## src/rtl/pipelined_addsub_if.sv

```systemverilog
// Operand/result handshake bundle for pipelined_addsub.
// The slave side is the adder; the master side is whoever feeds it and drains it.
interface pipelined_addsub_if #(
  parameter int WIDTH = 32
);
  logic             in_valid;
  logic             in_ready;
  logic [WIDTH-1:0] in_x;
  logic [WIDTH-1:0] in_y;
  logic             in_cy;
  logic             in_sub;
  logic             out_valid;
  logic             out_ready;
  logic [WIDTH-1:0] out_s;
  logic             out_cy;
  logic             out_ovf;
  logic             out_zero;

  modport master (
    output in_valid, in_x, in_y, in_cy, in_sub, out_ready,
    input  in_ready, out_valid, out_s, out_cy, out_ovf, out_zero
  );

  modport slave (
    input  in_valid, in_x, in_y, in_cy, in_sub, out_ready,
    output in_ready, out_valid, out_s, out_cy, out_ovf, out_zero
  );
endinterface

```

## src/rtl/pipelined_addsub.sv

```systemverilog
// Segmented add/sub pipeline: one SEG-bit slice per stage, carry rippling
// through registers, so the per-stage carry chain is only SEG bits long.
module pipelined_addsub_stage #(
  parameter int WIDTH = 32,
  parameter int SEG   = 16
) (
  input  logic             clk,
  input  logic             rst_n,
  input  logic             adv,
  input  logic             vld_i,
  input  logic [WIDTH-1:0] x_i,
  input  logic [WIDTH-1:0] y_i,
  input  logic [WIDTH-1:0] s_i,
  input  logic             c_i,
  input  logic             z_i,
  output logic             vld_o,
  output logic [WIDTH-1:0] x_o,
  output logic [WIDTH-1:0] y_o,
  output logic [WIDTH-1:0] s_o,
  output logic             c_o,
  output logic             z_o,
  output logic             ovf_o
);
  logic [SEG:0]     sum;
  logic [WIDTH-1:0] s_nxt;
  logic             c_msb;

  assign sum   = {1'b0, x_i[SEG-1:0]} + {1'b0, y_i[SEG-1:0]} + {{SEG{1'b0}}, c_i};
  // Carry into the segment MSB, recovered from the MSB sum bit.
  assign c_msb = x_i[SEG-1] ^ y_i[SEG-1] ^ sum[SEG-1];

  // Operands shift down so the next stage always consumes the low slice;
  // the result shifts in from the top and lands aligned after the last stage.
  generate
    if (WIDTH > SEG) begin : g_multi
      assign s_nxt = {sum[SEG-1:0], s_i[WIDTH-1:SEG]};
    end else begin : g_single
      assign s_nxt = sum[SEG-1:0];
    end
  endgenerate

  always_ff @(posedge clk or negedge rst_n) begin
    if (!rst_n) begin
      vld_o <= 1'b0;
      x_o   <= '0;
      y_o   <= '0;
      s_o   <= '0;
      c_o   <= 1'b0;
      z_o   <= 1'b0;
      ovf_o <= 1'b0;
    end else if (adv) begin
      vld_o <= vld_i;
      x_o   <= x_i >> SEG;
      y_o   <= y_i >> SEG;
      s_o   <= s_nxt;
      c_o   <= sum[SEG];
      z_o   <= z_i && (sum[SEG-1:0] == '0);
      ovf_o <= c_msb ^ sum[SEG];
    end
  end
endmodule

module pipelined_addsub #(
  parameter int WIDTH = 32,
  parameter int SEG   = 16
) (
  input logic              clk,
  input logic              rst_n,
  pipelined_addsub_if.slave bus
);
  localparam int STAGES = WIDTH / SEG;

  generate
    if (SEG < 1 || WIDTH < SEG || (WIDTH % SEG) != 0) begin : g_bad_cfg
      $fatal(1, "pipelined_addsub: WIDTH (%0d) must be a positive multiple of SEG (%0d)", WIDTH, SEG);
    end
  endgenerate

  logic                         adv;
  logic [STAGES:0]              vld_pipe;
  logic [STAGES:0][WIDTH-1:0]   x_b, y_b, s_b;
  logic [STAGES:0]              c_b, z_b, o_b;

  // One global advance: a stalled output freezes every stage, bubbles included.
  assign adv          = !bus.out_valid || bus.out_ready;
  assign bus.in_ready = adv;

  assign vld_pipe[0] = bus.in_valid;
  assign x_b[0]      = bus.in_x;
  assign y_b[0]      = bus.in_sub ? ~bus.in_y : bus.in_y;
  assign s_b[0]      = '0;
  assign c_b[0]      = bus.in_sub ? 1'b1 : bus.in_cy;
  assign z_b[0]      = 1'b1;
  assign o_b[0]      = 1'b0;

  generate
    for (genvar k = 0; k < STAGES; k++) begin : g_stage
      pipelined_addsub_stage #(.WIDTH(WIDTH), .SEG(SEG)) u_stage (
        .clk   (clk),
        .rst_n (rst_n),
        .adv   (adv),
        .vld_i (vld_pipe[k]),
        .x_i   (x_b[k]),
        .y_i   (y_b[k]),
        .s_i   (s_b[k]),
        .c_i   (c_b[k]),
        .z_i   (z_b[k]),
        .vld_o (vld_pipe[k+1]),
        .x_o   (x_b[k+1]),
        .y_o   (y_b[k+1]),
        .s_o   (s_b[k+1]),
        .c_o   (c_b[k+1]),
        .z_o   (z_b[k+1]),
        .ovf_o (o_b[k+1])
      );
    end
  endgenerate

  assign bus.out_valid = vld_pipe[STAGES];
  assign bus.out_s     = s_b[STAGES];
  assign bus.out_cy    = c_b[STAGES];
  assign bus.out_ovf   = o_b[STAGES];
  assign bus.out_zero  = z_b[STAGES];
endmodule

```

## src/flat_wrapper.sv

```systemverilog
// flat-port wrapper written by rule: the top's interface ports become plain ports
module pipelined_addsub_flat 
#(
  parameter int WIDTH = 32,
  parameter int SEG   = 16
)
  (clk, rst_n, bus_in_valid, bus_in_x, bus_in_y, bus_in_cy, bus_in_sub, bus_out_ready, bus_in_ready, bus_out_valid, bus_out_s, bus_out_cy, bus_out_ovf, bus_out_zero);
  pipelined_addsub_if #(.WIDTH(WIDTH)) bus_i ();
  input logic clk;
  input logic rst_n;
  input wire logic [$bits(bus_i.in_valid)-1:0] bus_in_valid;
  input wire logic [$bits(bus_i.in_x)-1:0] bus_in_x;
  input wire logic [$bits(bus_i.in_y)-1:0] bus_in_y;
  input wire logic [$bits(bus_i.in_cy)-1:0] bus_in_cy;
  input wire logic [$bits(bus_i.in_sub)-1:0] bus_in_sub;
  input wire logic [$bits(bus_i.out_ready)-1:0] bus_out_ready;
  output wire logic [$bits(bus_i.in_ready)-1:0] bus_in_ready;
  output wire logic [$bits(bus_i.out_valid)-1:0] bus_out_valid;
  output wire logic [$bits(bus_i.out_s)-1:0] bus_out_s;
  output wire logic [$bits(bus_i.out_cy)-1:0] bus_out_cy;
  output wire logic [$bits(bus_i.out_ovf)-1:0] bus_out_ovf;
  output wire logic [$bits(bus_i.out_zero)-1:0] bus_out_zero;
  assign bus_i.in_valid = bus_in_valid;
  assign bus_i.in_x = bus_in_x;
  assign bus_i.in_y = bus_in_y;
  assign bus_i.in_cy = bus_in_cy;
  assign bus_i.in_sub = bus_in_sub;
  assign bus_i.out_ready = bus_out_ready;
  assign bus_in_ready = bus_i.in_ready;
  assign bus_out_valid = bus_i.out_valid;
  assign bus_out_s = bus_i.out_s;
  assign bus_out_cy = bus_i.out_cy;
  assign bus_out_ovf = bus_i.out_ovf;
  assign bus_out_zero = bus_i.out_zero;
  pipelined_addsub #(.WIDTH(WIDTH), .SEG(SEG)) u_core (.clk(clk), .rst_n(rst_n), .bus(bus_i));
endmodule
```

## config.mk

```make
export PLATFORM = sky130hd
export DESIGN_NAME = pipelined_addsub_flat
export DESIGN_NICKNAME = d
export VERILOG_FILES = /design/src/rtl/pipelined_addsub_if.sv /design/src/rtl/pipelined_addsub.sv /design/src/flat_wrapper.sv
export SDC_FILE = /design/constraint.sdc
export NUM_CORES = 1
export LEC_CHECK = 0
export BUFFER_PORTS_ARGS = -buffer_cell sky130_fd_sc_hd__buf_2
export CAP_MARGIN = 20
export CORE_MARGIN = 3
export CORE_UTILIZATION = 45
export CTS_BUF_LIST = sky130_fd_sc_hd__clkbuf_4 sky130_fd_sc_hd__clkbuf_8 sky130_fd_sc_hd__clkbuf_16
export CTS_CLUSTER_DIAMETER = 50
export DETAILED_ROUTE_END_ITERATION = 10
export GPL_ROUTABILITY_DRIVEN = 0
export HOLD_SLACK_MARGIN = 0.06
export PLACE_DENSITY = 0.65
export SYNTH_ARGS = -nofsm -noshare
export SYNTH_HDL_FRONTEND = slang
export SYNTH_HIERARCHICAL = 1
export SYNTH_SLANG_ARGS = --single-unit
```

## constraint.sdc

```tcl
create_clock -name clk -period 3.8 [get_ports clk]
set_input_delay 0.19 -clock clk [delete_from_list [all_inputs] [get_ports clk]]
set_output_delay 0.19 -clock clk [all_outputs]
set_load 0.1 [all_outputs]
```

==> results of run 1 <==
==> layout make-up <==
| type | count | area [sq um] | area share |
|---|---|---|---|
| inverters | 13 | 48.8 | 0.00778 |
| flip-flops and latches | 87 | 2180 | 0.347 |
| multi-input cells | 342 | 2980 | 0.475 |
| well taps | 143 | 179 | 0.0285 |
| clock inverters | 5 | 57.6 | 0.00917 |
| repair buffers | 110 | 586 | 0.0933 |
| clock buffers | 11 | 246 | 0.0393 |
==> layer usage <==
| layer | vias up | GRT usage | part of all wire |
|---|---|---|---|
| met5 | - | 0 | 0 |
| met4 | 0 | 0.0704 | 0.014 |
| met3 | 9 | 0.0379 | 0.050 |
| met2 | 79 | 0.286 | 0.46 |
| met1 | 1896 | 0.248 | 0.47 |
| li1 | 1889 | - | - |
==> flip-flops by register name (all words and copies together) (netlist names) <==
name and flops:
u_core/g_stage.u_stage/z_o 2, u_core/g_stage.u_stage/vld_o 2, u_core/g_stage.u_stage/x_o 16, u_core/g_stage.u_stage/c_o 2, u_core/g_stage.u_stage/ovf_o 1, u_core/g_stage.u_stage/y_o 16, u_core/g_stage.u_stage/s_o 48
==> worst reg2reg max path, cell delays in order, from the launching register on <==
cell and delay, ps:
dfrtp_1 400, fa_1 470, fa_1 430, a21o_1 220
a21oi_2 150, xnor2_1 80, or4_1 520, or4_1 420
nor4_2 150, nand4b_1 140, o22ai_2 100
==> through the flow <==
stage / power (mW) / hold slack [ps] / instances / utilization / cell area [sq um]
floorplan: 3.78 / -106 / 461 / - / 5340
global placement: 4.25 / 423 / 693 / 0.515 / 5930
detailed placement: 4.29 / 425 / 693 / 0.515 / 5930
CTS: 5.21 / 63.0 / 709 / 0.542 / 6240
global route: 5.45 / 63.2 / 711 / 0.545 / 6270
finish: 5.16 / 77.7 / 711 / 0.545 / 6270
==> worst paths after layout <==
| check | slack (ps) | end | start | depth (start not counted) |
|---|---|---|---|---|
| setup / recovery | 650 | u_core/g_stage[1].u_stage/z_o | u_core/g_stage[0].u_stage/x_o[0] | 10 |
| hold / removal | 80 | u_core/g_stage[0].u_stage/x_o[11] | bus_in_x[27] | 2 |
| setup reg to reg | 650 | u_core/g_stage[1].u_stage/z_o | u_core/g_stage[0].u_stage/x_o[0] | 10 |
| hold reg to reg | 490 | u_core/g_stage[0].u_stage/s_o[30] | u_core/g_stage[0].u_stage/s_o[30] | 1 |
| max in group asynchronous | 2900 | u_core/g_stage[0].u_stage/x_o[7] | rst_n | 3 |
| min in group asynchronous | 290 | u_core/g_stage[1].u_stage/s_o[15] | rst_n | 2 |
==> power by group <==
group	internal [mW]	switching [mW]
clock network	0.534	0.357
logic	0.775	2.09
registers	1.24	0.168
total	2.54	2.62
==> timing repair <==
action                                  CTS  global route
endpoints found under the setup margin    0             0
hold endpoints to repair                  0            17
hold buffers                              0             1
==> metrics.sh, run 1 <==
MIN_PERIOD_OVER_PERIOD=0.828
MAX_CLK_RATE_MHz=318
DRC=0
CLOCK_TREE.HTREE_LEVEL_COUNT=3
MOST_COMMON_CELL_AFTER_LAYOUT_FILL_AND_TAPS_ASIDE='buf_2'
CLK_PIN_SLEW_WORST_PATHS_PS=60
CRITICAL_PATH.TOP_DELAY_FAMILY='simple AND/OR/NAND/NOR gates'
MIN_PATH_TYPE='input pin to flip-flop'
RSZ_0062_RAISED_AFTER_GLOBAL_ROUTING='false'
FINAL_CELL_MIX='buf_2 (105), dfrtp_1 (87), mux2_2 (75), xor2_1 (38), ha_1 (30)'
PRECTSSETUPSLACK_PS=538
GLOBALROUTEOVERFLOWTOTAL=0
TNS_PS=0
CLOCK_INSERTION_DELAY_WORST_SKEW_PS=340
CRIT_PATH_MAX_FANOUT=2
CRIT_PATH_END_KIND='flip-flop'
LAYOUT.FILLER_CELLS=1012
ANT_NETS=0
TOTAL_POWER_DIVIDED_BY_CELL_AREA_nW_PER_UM2=823
WORST_IR_DROP_VDD_V=0.000426
DRT-VIAS-PER-INSTANCE=5.45
CRIT_REQUIRED_PS=4060
INITIAL_CORE_UTILIZATION=0.464
GRT_MAX_DEGREE=88
SHARE_OF_POST_ROUTE_CELLS_WITH_DRIVE_STRENGTH_ABOVE_1=0.398
CRIT_PATH_START_KIND='flip-flop'
POSTCTSRESIZEDCELLS=0
POST_SYNTHESIS_AVERAGE_CELL_AREA_SQ_UM=11.6
CORE-AREA_SQ_UM=11500
MAX_STAGE_DELAY_PS=520
DIEAREA_SQ_UM=13200
SLEW_HEADROOM=0.466
PLACEMENT_ROWS=39
GRT_PASS1_WL_UM=19000
TIMING_HOLD_VIOLATIONS_FINAL=0
FP.DIEW_UM=115
SYN-CELL-AREA_SQ_UM=5340
NETS=667
FINALCLOCKSKEW_PS=4.93
TIMING.MAX_CAP.VIOLATIONS=0
CTS-BUFFERS-INSERTED=9
DRT_FIRST_PASS_ITERS=5
INITIAL_DRC_COUNT=127
LEAKAGEPOWER_nW=2.87
SYNTH.NET_COUNT=565
WORST_PIN_SLEW_PS=802
YOSYSWARNINGCOUNT=6
TIMING.FINAL.SETUP_VIOLATIONS=0
WORSTPATHBUFFERINVERTERCOUNT=0
TOTALWIRELENGTH_UM=11400
NUM_ANTENNA_CELLS=0
CTS_ROOT_BUFFER='clkbuf_16'
FINAL.MIN_CLOCK_PERIOD_PS=3150
POST_DRT_WL_PER_CELL_UM=16.1
GRT_USAGE=0.182
TRITONCTS='done'
SLOWEST_STAGE='or4_1'
LAYOUT-AREA-OVERHEAD-VS-SYNTH_PCT=17.4
CHIPHEIGHT_UM=115
PORTBUFFERS=106
NUM_VIAS=3873
GRT_ANTENNA_BEFORE_REPAIR=0
CTS.PATH.MAX_BUFFERS=2
FINAL_MAX_SLEW_VIOL_COUNT=0
NUMBER_OF_SINKS_ON_THE_CLOCK_NET=87
WORST_EP_ARRIVAL_TIME_PS=3410
POST-ROUTE-WORST-SETUP-SLACK_PS=655
CTS_SETUP_BUFFERS=0
SYNTHCELLS=461
WORSTPATHCELLLIST='fa_1 > fa_1 > a21o_1 > a21oi_2 > xnor2_1 > or4_1 > or4_1 > nor4_2 > nand4b_1 > o22ai_2'
FIRST_GLOBAL_VIAS=3916
PIN_COUNT=107
DP_HPWL_UM=8490
CRITICALPATHCATEGORY='flip-flop to flip-flop'
RUN_STATUS='finished, final reports clean'
No activity file was read; power rests on OpenSTA's default activity.
==> run 2: changes to the inputs <==
==> constraint.sdc (replaced) <==
create_clock -name clk -period 3 [get_ports clk]
set_input_delay 0.15 -clock clk [delete_from_list [all_inputs] [get_ports clk]]
set_output_delay 0.15 -clock clk [all_outputs]
set_load 0.1 [all_outputs]
==> run 2 against run 1 <==
- the flow now finishes with violations (negative setup slack)
- clock skew grew 2.6 ps
- cell count grew 3.7%
- wire length grew 2.4%
- largest cell class unchanged
- largest power group unchanged
==> metrics.sh, run 2 (synthesized netlist as in run 1, its figures left out) <==
HP-START='bus_in_y[21]'
WORST_PIN_SLEW_PS=820  # +18.1 ps
INITIAL_CORE_UTILIZATION=0.464  # unchanged
CLOCK_TREE.HTREE_LEVEL_COUNT=3  # unchanged
DP_HPWL_UM=8630  # +1.7%
DRT_FIRST_PASS_ITERS=4  # -1
LAYOUT-AREA-OVERHEAD-VS-SYNTH_PCT=22.7
CTS-BUFFERS-INSERTED=9  # unchanged
TIMING.FINAL.SETUP_VIOLATIONS=1  # +1
PLACEMENT_ROWS=39  # unchanged
NETS=693  # +3.9%
TOTAL_POWER_DIVIDED_BY_CELL_AREA_nW_PER_UM2=1030  # +25%
END_OF_THE_WORST_REGISTER_TO_REGISTER_PATH='u_core/g_stage[1].u_stage/z_o'
NUM_VIAS=3939  # +1.7%
HOLD-PATH-CELL-COUNT=3  # +1
DRC=0  # unchanged
MIN_PERIOD_OVER_PERIOD=1.01  # +0.181
FINISH.INSTANCE_AREA_SQ_UM=6560  # +4.5%
DRT-VIAS-PER-INSTANCE=5.34  # -1.9%
GRT_MAX_DEGREE=96  # +9.1%
CLOCK_INSERTION_DELAY_WORST_SKEW_PS=340  # about the same
FP.DIEW_UM=115  # unchanged
SLOWEST_STAGE='or4_1'
DIEAREA_SQ_UM=13200  # unchanged
SLEW_HEADROOM=0.454  # -0.0120
NUM_ANTENNA_CELLS=0  # unchanged
WORST-R2R-SETUP-SLACK_PS=-30  # -680 ps
REG_TOP3='u_core/g_stage.u_stage/s_o (48), u_core/g_stage.u_stage/x_o (16), u_core/g_stage.u_stage/y_o (16)'
POWER.TOTAL_mW=6.76  # +31%
FINALCLOCKSKEW_PS=7.58  # +2.65 ps
PIN_COUNT=107  # unchanged
TNS_PS=-25.9  # -25.9 ps
FIRST_GLOBAL_VIAS=4069  # +3.9%
FINAL_MAX_SLEW_VIOL_COUNT=0  # unchanged
ANT_NETS=0  # unchanged
CHIPHEIGHT_UM=115  # unchanged
WORSTPATHCELLLIST='fa_2 > fa_2 > a21o_1 > a21oi_2 > xnor2_1 > or4_1 > or4_4 > nor4_4 > nand4b_1 > o22ai_2'
GLOBALROUTEOVERFLOWTOTAL=0  # unchanged
RSZ_0062_RAISED_AFTER_GLOBAL_ROUTING='true'
REG_TO_REG_START='u_core/g_stage[0].u_stage/x_o[0]'
MOST_COMMON_CELL_AFTER_LAYOUT_FILL_AND_TAPS_ASIDE='buf_2'
CTS.PATH.MAX_BUFFERS=2  # unchanged
FINAL_CELL_MIX='buf_2 (105), dfrtp_1 (87), mux2_2 (75), xor2_1 (38), ha_1 (30)'
CORE-AREA_SQ_UM=11500  # unchanged
FINAL.MIN_CLOCK_PERIOD_PS=3030  # -119 ps
LARGEST_REGISTER_FF_COUNT=48  # unchanged
WORST_IR_DROP_VDD_V=0.000549  # +29%
GRT_ANTENNA_BEFORE_REPAIR=0  # unchanged
CLK_PIN_SLEW_WORST_PATHS_PS=60  # about the same
INITIAL_DRC_COUNT=136  # +7.1%
POST_DRT_WL_PER_CELL_UM=15.9  # -1.3%
TIMING_HOLD_VIOLATIONS_FINAL=0  # unchanged
GRT_PASS1_WL_UM=19500  # +2.5%
VIOLATIONS_IN_THE_FINAL_REPORTS='negative setup slack'
REG2REGPATHDEPTH=10  # unchanged
CTS_ROOT_BUFFER='clkbuf_16'
MIN_PATH_TYPE='input pin to flip-flop'
LARGEST_REGISTER_BY_FLOP_COUNT='u_core/g_stage.u_stage/s_o'
PORTBUFFERS=106  # unchanged
POST-ROUTE-WORST-SETUP-SLACK_PS=-25.9  # -681 ps
UTILIZATION=0.569  # +0.0247
TIMING.MAX_CAP.VIOLATIONS=0  # unchanged
PRECTSSETUPSLACK_PS=-185  # -723 ps
TOTALWIRELENGTH_UM=11700  # +2.4%
CRITICALPATHCATEGORY='flip-flop to flip-flop'
WORST_EP_ARRIVAL_TIME_PS=3290  # -120 ps
CRIT_PATH_END_KIND='flip-flop'
RUN_STATUS='finished, violations left'
TRITONCTS='done'
WHS_ENDPOINT='u_core/g_stage[0].u_stage/y_o[5]'
MAX_CLK_RATE_MHz=330  # +3.9%
NUMBER_OF_SINKS_ON_THE_CLOCK_NET=87  # unchanged
PLACE_AREA_SQ_UM=6000  # +1.1%
LEAKAGEPOWER_nW=3.00  # +4.5%
CRIT_PATH_MAX_FANOUT=2  # unchanged
CRIT_PATH_FREQUENT_CELL='fa_2'
SHARE_OF_POST_ROUTE_CELLS_WITH_DRIVE_STRENGTH_ABOVE_1=0.404  # +0.00615
CRIT_REQUIRED_PS=3270  # -790 ps
MAX_STAGE_DELAY_PS=520  # about the same
CRIT_PATH_START_KIND='flip-flop'
GRT_USAGE=0.185  # +0.00244
[run 2: power breakdown]
group          internal [mW]  switching [mW]
registers               1.57           0.222
clock network          0.793           0.453
logic                   1.05            2.68
total                   3.41            3.36
[run 2: layer usage]
layer  vias up  wire, um  GRT usage  part of all wire
met1      1860      5100      0.231              0.44
met4         0       203     0.0689             0.017
met5         -         0          0                 0
met2       128      5830      0.310              0.50
met3        19       584     0.0437             0.050
li1       1932         -          -                 -
[run 2: how the worst max path moves through the flow]
stage,startpoint,to,slack (ps),depth (start not counted)
after floorplan,u_core/g_stage[0].u_stage/x_o[0],u_core/g_stage[1].u_stage/z_o,30,10
final,u_core/g_stage[0].u_stage/x_o[0],u_core/g_stage[1].u_stage/z_o,-30,10
after global placement,u_core/g_stage[0].u_stage/x_o[0],u_core/g_stage[1].u_stage/z_o,-130,10
after detailed placement,u_core/g_stage[0].u_stage/x_o[0],u_core/g_stage[1].u_stage/z_o,-190,10
after global routing,u_core/g_stage[0].u_stage/x_o[0],u_core/g_stage[1].u_stage/z_o,-140,10
after CTS,u_core/g_stage[0].u_stage/c_o,u_core/g_stage[1].u_stage/z_o,-180,10
[run 2: layout make-up]
type | count | area [sq um]
flip-flops and latches | 87 | 2180
fillers | 987 | 4960
repair buffers | 136 | 816
clock inverters | 3 | 65.1
multi-input cells | 342 | 3000
clock buffers | 13 | 268
inverters | 13 | 48.8
well taps | 143 | 179
[run 2: timing repair]
item,in CTS,in global routing
setup buffers,2,1
endpoints found under the setup margin,4,3
pin swaps,4,4
resized for setup,4,2
endpoints found under the hold margin,78,1
hold buffers,17,1
[run 2: critical path: cells and delay by family, from the launching register on]
family,cells,cell delay (ps)
AOI/OAI and AO/OA,3,410
xor gates and xnor gates,1,80
adders and majority gates,2,770
DFF,1,410
and+or+nand+nor,4,1270
[run 2: metrics by stage]
| stage | hold slack (ps) | instances |
|---|---|---|
| 3_3_place_gp | 298 | 700 |
| 2_1_floorplan | -146 | 461 |
| 6_report | 197 | 737 |
| 5_1_grt | 193 | 737 |
| 3_5_place_dp | 307 | 700 |
| 4_1_cts | 66.4 | 735 |
